## config.mk

```make
export PLATFORM = sky130hd
export DESIGN_NAME = midi_voice_alloc
export DESIGN_NICKNAME = d
export VERILOG_FILES = /design/src/rtl/midi_voice_alloc.sv
export SDC_FILE = /design/constraint.sdc
export NUM_CORES = 1
export LEC_CHECK = 0
export ABC_AREA = 1
export BUFFER_PORTS_ARGS = -buffer_cell sky130_fd_sc_hd__buf_2
export CAP_MARGIN = 20
export CORE_ASPECT_RATIO = 2
export CORE_MARGIN = 2
export CORE_UTILIZATION = 30
export CTS_CLUSTER_DIAMETER = 30
export CTS_CLUSTER_SIZE = 30
export DETAILED_ROUTE_END_ITERATION = 8
export SYNTH_ARGS = -nofsm -noshare
export SYNTH_HDL_FRONTEND = slang
export SYNTH_SLANG_ARGS = --single-unit
```

## constraint.sdc

```tcl
create_clock -name Clk -period 1.95 [get_ports Clk]
set_clock_uncertainty 0.15 [all_clocks]
set_input_delay 0.0975 -clock Clk [delete_from_list [all_inputs] [get_ports Clk]]
set_output_delay 0.0975 -clock Clk [all_outputs]
set_load 0.03 [all_outputs]
```

## src/rtl/midi_voice_alloc.sv

```systemverilog
// midi_voice_alloc: decodes Note-On / Note-Off / All-Notes-Off for one MIDI channel and allocates notes to stepper voices.
// Optional feature macro VOICE_STEAL_EN: when defined, a Note-On with every voice sounding steals the oldest voice.
module midi_voice_alloc #(
  parameter int unsigned NUM_VOICES    = 4,
  parameter int unsigned SETTLE_CYCLES = 2
) (
  input  logic                    Clk,
  input  logic                    Rst_n,
  input  logic [23:0]             MsgData,
  input  logic                    MsgDone,
  input  logic [3:0]              ChannelSel,
  output logic [7*NUM_VOICES-1:0] VoiceNote,
  output logic [NUM_VOICES-1:0]   VoiceActive,
  output logic                    Busy,
  output logic                    Dropped
);

  localparam int unsigned IW = (NUM_VOICES > 2) ? $clog2(NUM_VOICES) : 1;
  localparam int unsigned CW = (SETTLE_CYCLES > 1) ? $clog2(SETTLE_CYCLES) : 1;

  typedef enum logic [2:0] {S_IDLE, S_SETTLE, S_DECODE, S_SCAN, S_COMMIT} state_e;
  typedef enum logic [1:0] {OP_NONE, OP_ON, OP_OFF, OP_ALL} op_e;
  typedef logic [IW-1:0]                  idx_t;
  typedef logic [NUM_VOICES-1:0][IW-1:0]  rank_t;
  typedef logic [NUM_VOICES-1:0][6:0]     note_t;

  state_e                  state_q, state_d;
  logic [CW-1:0]           cnt_q, cnt_d;
  idx_t                    scan_q, scan_d;
  logic                    done_prev_q, done_prev_d;
  op_e                     op_q, op_d;
  logic [6:0]              key_q, key_d;
  logic                    match_vld_q, match_vld_d;
  idx_t                    match_idx_q, match_idx_d;
  logic                    free_vld_q, free_vld_d;
  idx_t                    free_idx_q, free_idx_d;
  logic                    old_vld_q, old_vld_d;
  idx_t                    old_idx_q, old_idx_d;
  note_t                   note_q, note_d;
  logic [NUM_VOICES-1:0]   act_q, act_d;
  rank_t                   rank_q, rank_d;
  logic                    busy_q, busy_d;
  logic                    dropped_q, dropped_d;

  logic       rise_c;
  logic [3:0] msg_kind;
  logic [3:0] msg_chan;
  logic [7:0] msg_note;
  logic [7:0] msg_vel;

  assign rise_c   = MsgDone & ~done_prev_q;
  assign msg_kind = MsgData[23:20];
  assign msg_chan = MsgData[19:16];
  assign msg_note = MsgData[15:8];
  assign msg_vel  = MsgData[7:0];

  assign VoiceNote   = note_q;
  assign VoiceActive = act_q;
  assign Busy        = busy_q;
  assign Dropped     = dropped_q;

  // Make voice v the newest; every voice younger than v ages by one so ranks stay a permutation.
  function automatic rank_t promote(input rank_t r, input idx_t v);
    rank_t o;
    o = r;
    for (int i = 0; i < NUM_VOICES; i++) begin
      if (r[i] < r[v]) o[i] = r[i] + IW'(1);
    end
    o[v] = '0;
    return o;
  endfunction

  always_ff @(posedge Clk) begin
    if (!Rst_n) begin
      state_q     <= S_IDLE;
      cnt_q       <= '0;
      scan_q      <= '0;
      done_prev_q <= 1'b0;
      op_q        <= OP_NONE;
      key_q       <= '0;
      match_vld_q <= 1'b0;
      match_idx_q <= '0;
      free_vld_q  <= 1'b0;
      free_idx_q  <= '0;
      old_vld_q   <= 1'b0;
      old_idx_q   <= '0;
      note_q      <= '0;
      act_q       <= '0;
      for (int i = 0; i < NUM_VOICES; i++) rank_q[i] <= IW'(i);
      busy_q      <= 1'b0;
      dropped_q   <= 1'b0;
    end else begin
      state_q     <= state_d;
      cnt_q       <= cnt_d;
      scan_q      <= scan_d;
      done_prev_q <= done_prev_d;
      op_q        <= op_d;
      key_q       <= key_d;
      match_vld_q <= match_vld_d;
      match_idx_q <= match_idx_d;
      free_vld_q  <= free_vld_d;
      free_idx_q  <= free_idx_d;
      old_vld_q   <= old_vld_d;
      old_idx_q   <= old_idx_d;
      note_q      <= note_d;
      act_q       <= act_d;
      rank_q      <= rank_d;
      busy_q      <= busy_d;
      dropped_q   <= dropped_d;
    end
  end

  always_comb begin
    state_d     = state_q;
    cnt_d       = cnt_q;
    scan_d      = scan_q;
    done_prev_d = MsgDone;
    op_d        = op_q;
    key_d       = key_q;
    match_vld_d = match_vld_q;
    match_idx_d = match_idx_q;
    free_vld_d  = free_vld_q;
    free_idx_d  = free_idx_q;
    old_vld_d   = old_vld_q;
    old_idx_d   = old_idx_q;
    note_d      = note_q;
    act_d       = act_q;
    rank_d      = rank_q;
    dropped_d   = 1'b0;

    // A new message while an operation is in flight is lost.
    if (rise_c && (state_q != S_IDLE)) dropped_d = 1'b1;

    case (state_q)
      S_IDLE: begin
        if (rise_c) begin
          state_d = S_SETTLE;
          cnt_d   = '0;
        end
      end
      S_SETTLE: begin
        if (cnt_q == CW'(SETTLE_CYCLES - 1)) state_d = S_DECODE;
        else                                 cnt_d   = cnt_q + CW'(1);
      end
      S_DECODE: begin
        state_d     = S_IDLE;
        op_d        = OP_NONE;
        key_d       = msg_note[6:0];
        scan_d      = '0;
        match_vld_d = 1'b0;
        free_vld_d  = 1'b0;
        old_vld_d   = 1'b0;
        if (msg_chan == ChannelSel) begin
          if ((msg_kind == 4'h9) && (msg_vel != 8'h00)) begin
            op_d    = OP_ON;
            state_d = S_SCAN;
          end else if ((msg_kind == 4'h8) || (msg_kind == 4'h9)) begin
            op_d    = OP_OFF;
            state_d = S_SCAN;
          end else if ((msg_kind == 4'hB) && (msg_note == 8'h7B)) begin
            op_d    = OP_ALL;
            state_d = S_COMMIT;
          end
        end
      end
      S_SCAN: begin
        // One voice per cycle; ascending order makes the first hit the lowest index.
        if (act_q[scan_q]) begin
          if (!match_vld_q && (note_q[scan_q] == key_q)) begin
            match_vld_d = 1'b1;
            match_idx_d = scan_q;
          end
          if (!old_vld_q || (rank_q[scan_q] > rank_q[old_idx_q])) begin
            old_vld_d = 1'b1;
            old_idx_d = scan_q;
          end
        end else if (!free_vld_q) begin
          free_vld_d = 1'b1;
          free_idx_d = scan_q;
        end
        if (scan_q == IW'(NUM_VOICES - 1)) state_d = S_COMMIT;
        else                               scan_d  = scan_q + IW'(1);
      end
      S_COMMIT: begin
        state_d = S_IDLE;
        case (op_q)
          OP_ON: begin
            if (match_vld_q) begin
              rank_d = promote(rank_q, match_idx_q);
            end else if (free_vld_q) begin
              note_d[free_idx_q] = key_q;
              act_d[free_idx_q]  = 1'b1;
              rank_d             = promote(rank_q, free_idx_q);
            end else begin
`ifdef VOICE_STEAL_EN
              note_d[old_idx_q] = key_q;
              rank_d            = promote(rank_q, old_idx_q);
`else
              dropped_d = 1'b1;
`endif
            end
          end
          OP_OFF: begin
            if (match_vld_q) act_d[match_idx_q] = 1'b0;
          end
          OP_ALL:  act_d = '0;
          default: ;
        endcase
      end
      default: state_d = S_IDLE;
    endcase

    busy_d = (state_d != S_IDLE);
  end

endmodule

```

==> summary.md, run 1 <==
| Metric | Value |
|---|---|
| Status | `complete, no violations` |
| Tcrit/Tclk final | `88.9%` |
| Multi-input logic area | `1380 µm²` |
| Global-route wire length before repair | `13800 µm` |
| Slew @ Worst Pin | `468 ps` |
| Headroom to the max-slew limit | `68.8%` |
| Netlist Area Pre-Place | `2840 µm²` |
| Post-synthesis sequential area ratio | `39.5%` |
| Final Cell Area | `3530 µm²` |
| Synthesized area per cell | `6.71 µm²` |
| Seq. cell area | `1120 µm²` |
| Req. time, crit path | `2000 ps` |
| Drt first pass iters | `4` |
| DRC viols | `0` |
| Die H | `142 µm` |
| HPWL after DPL | `6850 µm` |
| Worst vdd ir | `0.325 mV` |
| Asr flop ratio synth | `0%` |
| NumNets Final | `528` |
| WL per Instance | `14.3 µm` |
| Ant diodes | `0` |
| H-tree levels | `2` |
| Synth top area cells | `dfxtp_1 39%, nand2_1 11%, a21oi_1 8.6%` |
| CP arrival | `1780 ps` |
| Remaining Overflow, GRT | `0` |
| Count leader, synth | `nand2_1` |
| Leak | `1.54 nW` |
| All-layer global routing usage | `17.4%` |
| Gpl congestion | `0.883` |
| # IOs | `65` |
| Synthesized flop and latch total | `56` |
| Clk Latency, worst-skew pair | `300 ps` |
| DR vias | `2957` |
| Die area | `10300 µm²` |
| Pwr Total | `2.37 mW` |
| PortBufs | `64` |
| YS warnings | `0` |
| Initial Util | `30.7%` |
| Clock slew at reported path FFs | `80 ps` |
| Area Growth Syn to Fin | `24.2%` |
| Slew Viols, Final | `0` |
| Post-synth EDFFs | `0` |
| Share of the synthesized area in the top cell type | `39.5%` |
| Maxcap violations | `0` |
| CTS tree | `yes` |
| Final Hold Violating Endpoints | `0` |
| DP Area | `3310 µm²` |
| CTS max path bufs | `2` |
| Synth top cells by count | `87 x nand2_1, 62 x inv_1, 56 x dfxtp_1` |
| CTS Root Buffer Type | `clkbuf_16` |
| Pwr dens | `671 nW/µm²` |
| Unrepaired setup endpoints after global routing | `false` |
| Startpoint types | `flop` |
| Vias in the first global route | `2959` |
| Setup Viol. Count Final | `0` |
| Post-synth top area cell | `dfxtp_1` |
| Fmax | `577 MHz` |
| Post-DRT Antenna Nets | `0` |
| Share of layout cells above drive strength 1 | `20.7%` |
| Vias per std cell | `4.92` |
| Total core area | `9260 µm²` |
| Placement Rows | `50` |
| Largest net degree at the start of global routing | `27` |
| Hold WC Path Type | `primary input to flop` |
| Die W | `72.8 µm` |
| Initial antenna violation count | `0` |
| Crit path max fanout | `18` |
| Netlist cell types | `32` |
| FILL cells | `1015` |
| Setup CP Type | `flop to flop` |
| Post-synth top flop | `dfxtp_1` |
| Clk sinks | `56` |
| Final min period | `1730 ps` |
| DRT iter0 DRCs | `135` |
| Mapped Nets | `455` |
| Inserted Clock Buffers | `5` |
| Critical Path Sink Type | `flop` |
| Gate Count Post-Synth | `423` |
| Final WL | `8600 µm` |
==> layout make-up <==
class                           count  share of cell area [%]
Timing Repair Buffer               81                    13.3
Clock inverter                      3                    1.21
Tap cell                          104                    3.69
Multi-Input combinational cell    285                    39.2
Sequential cell                    56                    31.8
Clock buffer                        5                    3.55
Inverter                           67                    7.20
==> timing repair <==
item / CTS / global route
gates cloned: 0 / 0
endpoints found under the hold margin: 5 / 0
buffers inserted: 0 / 0
hold buffers: 4 / 0
resized for setup: 1 / 2
endpoints found under the setup margin: 2 / 4
==> critical path: stages, from the launching register on <==
cell and delay [ps]:
dfxtp_2 400, buf_12 170, nand2_1 60, nand3_1 120
nand2_1 80, nand2_1 70, nand2_1 70, nor2_1 100
nand2_1 70, nor2_2 130, nand3_1 90, nand2_1 70
nor2_1 50
==> cells by family after synthesis <==
logic type	after synthesis	synth area share (%)
xor gates and xnor gates	4	1.23
AOI/OAI and AO/OA	104	18.9
and+or+nand+nor	176	27.9
buffers and inverters	82	12.0
adders and majority gates	1	0.440
DFF	56	39.5
==> state kept, by name, indices dropped and copies added (netlist names) <==
signal	count
Dropped	1
state_q	3
VoiceNote	28
free_vld_q	1
key_q	7
VoiceActive	4
cnt_q	1
Busy	1
scan_q	2
match_vld_q	1
op_q	2
done_prev_q	1
free_idx_q	2
match_idx_q	2
==> placed cells by master (no fill, tap or decap), types with 2 or more instances in the layout <==
master         netlist  layout
a21oi_1             49      49
a21oi_2              2       2
buf_2                5      64
buf_4                0      12
clkbuf_16            0       5
clkinv_1             3       3
dfxtp_1             56      55
dlygate4sd3_1        0       4
inv_1               62      62
nand2_1             87      87
nand2_2              3       3
nand3_1             32      31
nand3_2              5       6
nand3b_1             3       3
nand4_1              4       4
nor2_1              32      32
nor2_2               2       2
nor3_1               5       5
o21ai_0             47      47
xnor2_1              2       2
xor2_1               2       2
==> layer usage <==
metal | GRT usage (%) | vias to the layer above | part of all wire, %
met5 | 0 | - | 0
met4 | 12.1 | 0 | 5.8
met3 | 1.99 | 35 | 3.2
met2 | 33.8 | 90 | 56
met1 | 15.8 | 1327 | 35
li1 | - | 1505 | -
==> metrics by stage <==
step / setup slack (ps) / utilization [%] / std cells / TNS [ps] / hold slack, ps
floorplan: 383 / - / 423 / 0 / 41.0
global placement: 11.2 / 35.8 / 589 / 0 / 164
detailed placement: -0.646 / 35.8 / 589 / -0.646 / 167
CTS: 135 / 38.1 / 601 / 0 / 0.842
global route: 4.77 / 38.1 / 601 / 0 / 21.4
finish: 217 / 38.1 / 601 / 0 / 0.478
==> report_power, final <==
group / internal [mW] / total [mW] / switching [mW]
Sequential: 1.15 / 1.17 / 0.0103
Clock: 0.605 / 1.04 / 0.438
Combinational: 0.0672 / 0.159 / 0.0915
Total: 1.83 / 2.37 / 0.540
==> path summary, 6_finish.rpt <==
kind                            endpoint                    from  slack [ps]  depth (start not counted)
max reg2reg  match_idx_q[1]$_SDFFE_PN0P_  scan_q[0]$_SDFFE_PN0P_         220                         12
min                key_q[4]$_SDFFE_PN0N_             MsgData[12]         0.5                          3
min reg2reg           cnt_q$_SDFFE_PN0P_      cnt_q$_SDFFE_PN0P_         310                          2
max          match_idx_q[1]$_SDFFE_PN0P_  scan_q[0]$_SDFFE_PN0P_         220                         12
Power figures use the tool's default switching activity.
==> run 2: changes to the inputs <==
--- a/config.mk
+++ b/config.mk
@@ -14,6 +14,7 @@
 export CTS_CLUSTER_DIAMETER = 30
 export CTS_CLUSTER_SIZE = 30
 export DETAILED_ROUTE_END_ITERATION = 8
+export PLACE_DENSITY_LB_ADDON = 0.15
 export SYNTH_ARGS = -nofsm -noshare
 export SYNTH_HDL_FRONTEND = slang
 export SYNTH_SLANG_ARGS = --single-unit
==> run 2 against run 1 <==
The flow now finishes with violations (negative hold slack). Clock power grew 12%. Sequential share of layout area shrank 0.20 points. Hold slack lost 9.6 ps. Sequential power is essentially flat. Register-to-register slack lost 70 ps. Final cell count grew 0.33%. Fmax shrank 4.1%. Highest routed layer unchanged.
==> summary.md, run 2 (synthesis gave the netlist of run 1 again) <==
| Metric | Value |
|---|---|
| Total core area | `9260 µm² (unchanged)` |
| Inserted Clock Buffers | `5 (unchanged)` |
| Leak | `1.56 nW (+1.4%)` |
| Unrepaired setup endpoints after global routing | `false` |
| Multi-input logic area | `1380 µm² (-0.36%)` |
| Final Cell Area | `3550 µm² (+0.53%)` |
| Initial Util | `30.7% (unchanged)` |
| Commonest non-fill, non-tap cell in the layout | `nand2_1` |
| Final min period | `1810 ps (+74.5 ps)` |
| Uppermost layer routed | `met4` |
| Area Growth Syn to Fin | `24.9%` |
| Seq. cell area | `1120 µm² (-0.11%)` |
| H-tree levels | `2 (unchanged)` |
| DR vias | `2937 (-0.68%)` |
| Critical path endpoint | `match_idx_q[1]$_SDFFE_PN0P_` |
| Hold_ws | `-9.12 ps (-9.60 ps)` |
| Startpoint types | `flop` |
| Hold WC Path Type | `primary input to flop` |
| Cts hold-fix bufs | `4 (unchanged)` |
| Pwr Total | `2.49 mW (+5.1%)` |
| FILL cells | `1020 (+0.49%)` |
| Met3 wire length | `261 µm (-3.7%)` |
| Maxcap violations | `0 (unchanged)` |
| Slew Viols, Final | `0 (unchanged)` |
| Status | `finished, violations left` |
| Crit path max fanout | `14 (-4)` |
| DRC viols | `0 (unchanged)` |
| Die area | `10300 µm² (unchanged)` |
| WL per Instance | `14.4 µm (+0.96%)` |
| Global-route wire length before repair | `13500 µm (-2.1%)` |
| Gpl congestion | `0.856 (-3.0%)` |
| Headroom to the max-slew limit | `77.9% (+9.1 points)` |
| NumNets Final | `531 (+0.57%)` |
| Final Non-Filler Cells | `603 (+0.33%)` |
| Worst vdd ir | `0.378 mV (+16%)` |
| Critical Path Sink Type | `flop` |
| PostCTS Resize Cnt | `0 (-1)` |
| Min-Delay Path Depth | `3 (unchanged)` |
| Commonest cells after routing, fill and taps aside | `87 x nand2_1, 64 x buf_2, 62 x inv_1, 56 x dfxtp_1, 49 x a21oi_1` |
| Final Util | `38.3% (+0.20 points)` |
| CTS tree | `yes` |
| Vias in the first global route | `2707 (-8.5%)` |
| Pwr dens | `701 nW/µm² (+4.5%)` |
| Die H | `142 µm (unchanged)` |
| Worst setup path start | `scan_q[0]$_SDFFE_PN0P_` |
| Post-DRT Antenna Nets | `0 (unchanged)` |
| Share of layout cells above drive strength 1 | `20.6% (-0.083 points)` |
| Vias per std cell | `4.87 (-1.0%)` |
| R2R setup slack | `140 ps (-70 ps)` |
| Req. time, crit path | `2010 ps (about the same)` |
| Critical R2R Launch | `scan_q[0]$_SDFFE_PN0P_` |
| Met1 Wirelength | `3220 µm (+8.1%)` |
| Placement Rows | `50 (unchanged)` |
| Final Hold Violating Endpoints | `2 (+2)` |
| Ant diodes | `0 (unchanged)` |
| DP Area | `3320 µm² (+0.30%)` |
| Clk Latency, worst-skew pair | `300 ps (about the same)` |
| HPWL after DPL | `6920 µm (+0.91%)` |
| # IOs | `65 (unchanged)` |
| Worst R2R Path Depth | `12 (unchanged)` |
| CTS max path bufs | `2 (unchanged)` |
| PortBufs | `64 (unchanged)` |
| CP arrival | `1860 ps (+80 ps)` |
| Clock slew at reported path FFs | `70 ps (about the same)` |
| Clk sinks | `56 (unchanged)` |
| Initial antenna violation count | `0 (unchanged)` |
| Final WL | `8710 µm (+1.3%)` |
| Tcrit/Tclk final | `92.7% (+3.8 points)` |
| WL met2 | `4990 µm (+3.1%)` |
| Remaining Overflow, GRT | `0 (unchanged)` |
| All-layer global routing usage | `17.3% (-0.084 points)` |
| Failing checks | `negative hold slack` |
| Post-Place Cells | `592 (+0.51%)` |
| Largest net degree at the start of global routing | `18 (-33%)` |
| Drt first pass iters | `4 (unchanged)` |
| Die W | `72.8 µm (unchanged)` |
| Setup CP Type | `flop to flop` |
| CTS Root Buffer Type | `clkbuf_16` |
| Post-CTS Setup Inserts | `0 (unchanged)` |
| Max reg flops | `28 (unchanged)` |
| Fmax | `553 MHz (-4.1%)` |
| TNS Setup | `0 ps (unchanged)` |
| DRT iter0 DRCs | `171 (+27%)` |
| Setup Viol. Count Final | `0 (unchanged)` |
| Reg2reg end | `match_idx_q[1]$_SDFFE_PN0P_` |
| Slew @ Worst Pin | `329 ps (-139 ps)` |
==> run 2: changes by cell type in the layout (fill, tap and decap cells not counted), sizes merged <==
cell | previous run | this run
clkinv | 4 | 3
bufinv | 1 | 2
clkinvlp | 1 | 0
buf | 77 | 80
==> run 2: routing by layer <==
layer | global-route usage [%] | vias up
met4 | 7.70 | 0
met1 | 17.0 | 1344
met5 | 0 | -
li1 | - | 1511
met3 | 2.70 | 17
met2 | 33.9 | 65
==> run 2: worst min-delay path by stage <==
stage,slack [ps],end,start
after floorplan,40,done_prev_q$_SDFF_PN0_,MsgDone
after global placement,170,done_prev_q$_SDFF_PN0_,MsgDone
after detailed placement,170,done_prev_q$_SDFF_PN0_,MsgDone
after CTS,0.003,key_q[3]$_SDFFE_PN0N_,MsgData[11]
after global routing,20,key_q[0]$_SDFFE_PN0N_,MsgData[8]
final,-9,key_q[3]$_SDFFE_PN0N_,MsgData[11]
==> run 2: critical path, cell delays in order (launching register included) <==
cell and delay (ps):
dfxtp_1 370, buf_4 230, nand2_1 80, nand3_1 130
nand2_1 90, nand2_1 60, nand2_1 70, nor2_1 90
nand2_1 60, nor2_2 160, nand3_1 100, nand2_1 70
nor2_1 40
==> run 2: layout make-up <==
| class | instances | share of cell area (%) |
|---|---|---|
| well taps | 104 | 3.67 |
| clock buffers | 5 | 3.53 |
| clock inverters | 2 | 1.69 |
| inverters | 67 | 7.09 |
| repair buffers | 84 | 13.5 |
| multi-input cells | 285 | 38.9 |
| flip-flops and latches | 56 | 31.6 |
==> run 2: through the flow <==
step,worst slack (ps),hold WS (ps)
after detailed placement,181,172
after CTS,166,0.00297
after global routing,3.46,16.2
after floorplan,383,41.0
final,143,-9.12
after global placement,222,165
==> run 2: where the power goes <==
group	internal (mW)	switching [mW]
Combinational	0.0682	0.0928
Clock	0.730	0.430
Sequential	1.16	0.0105
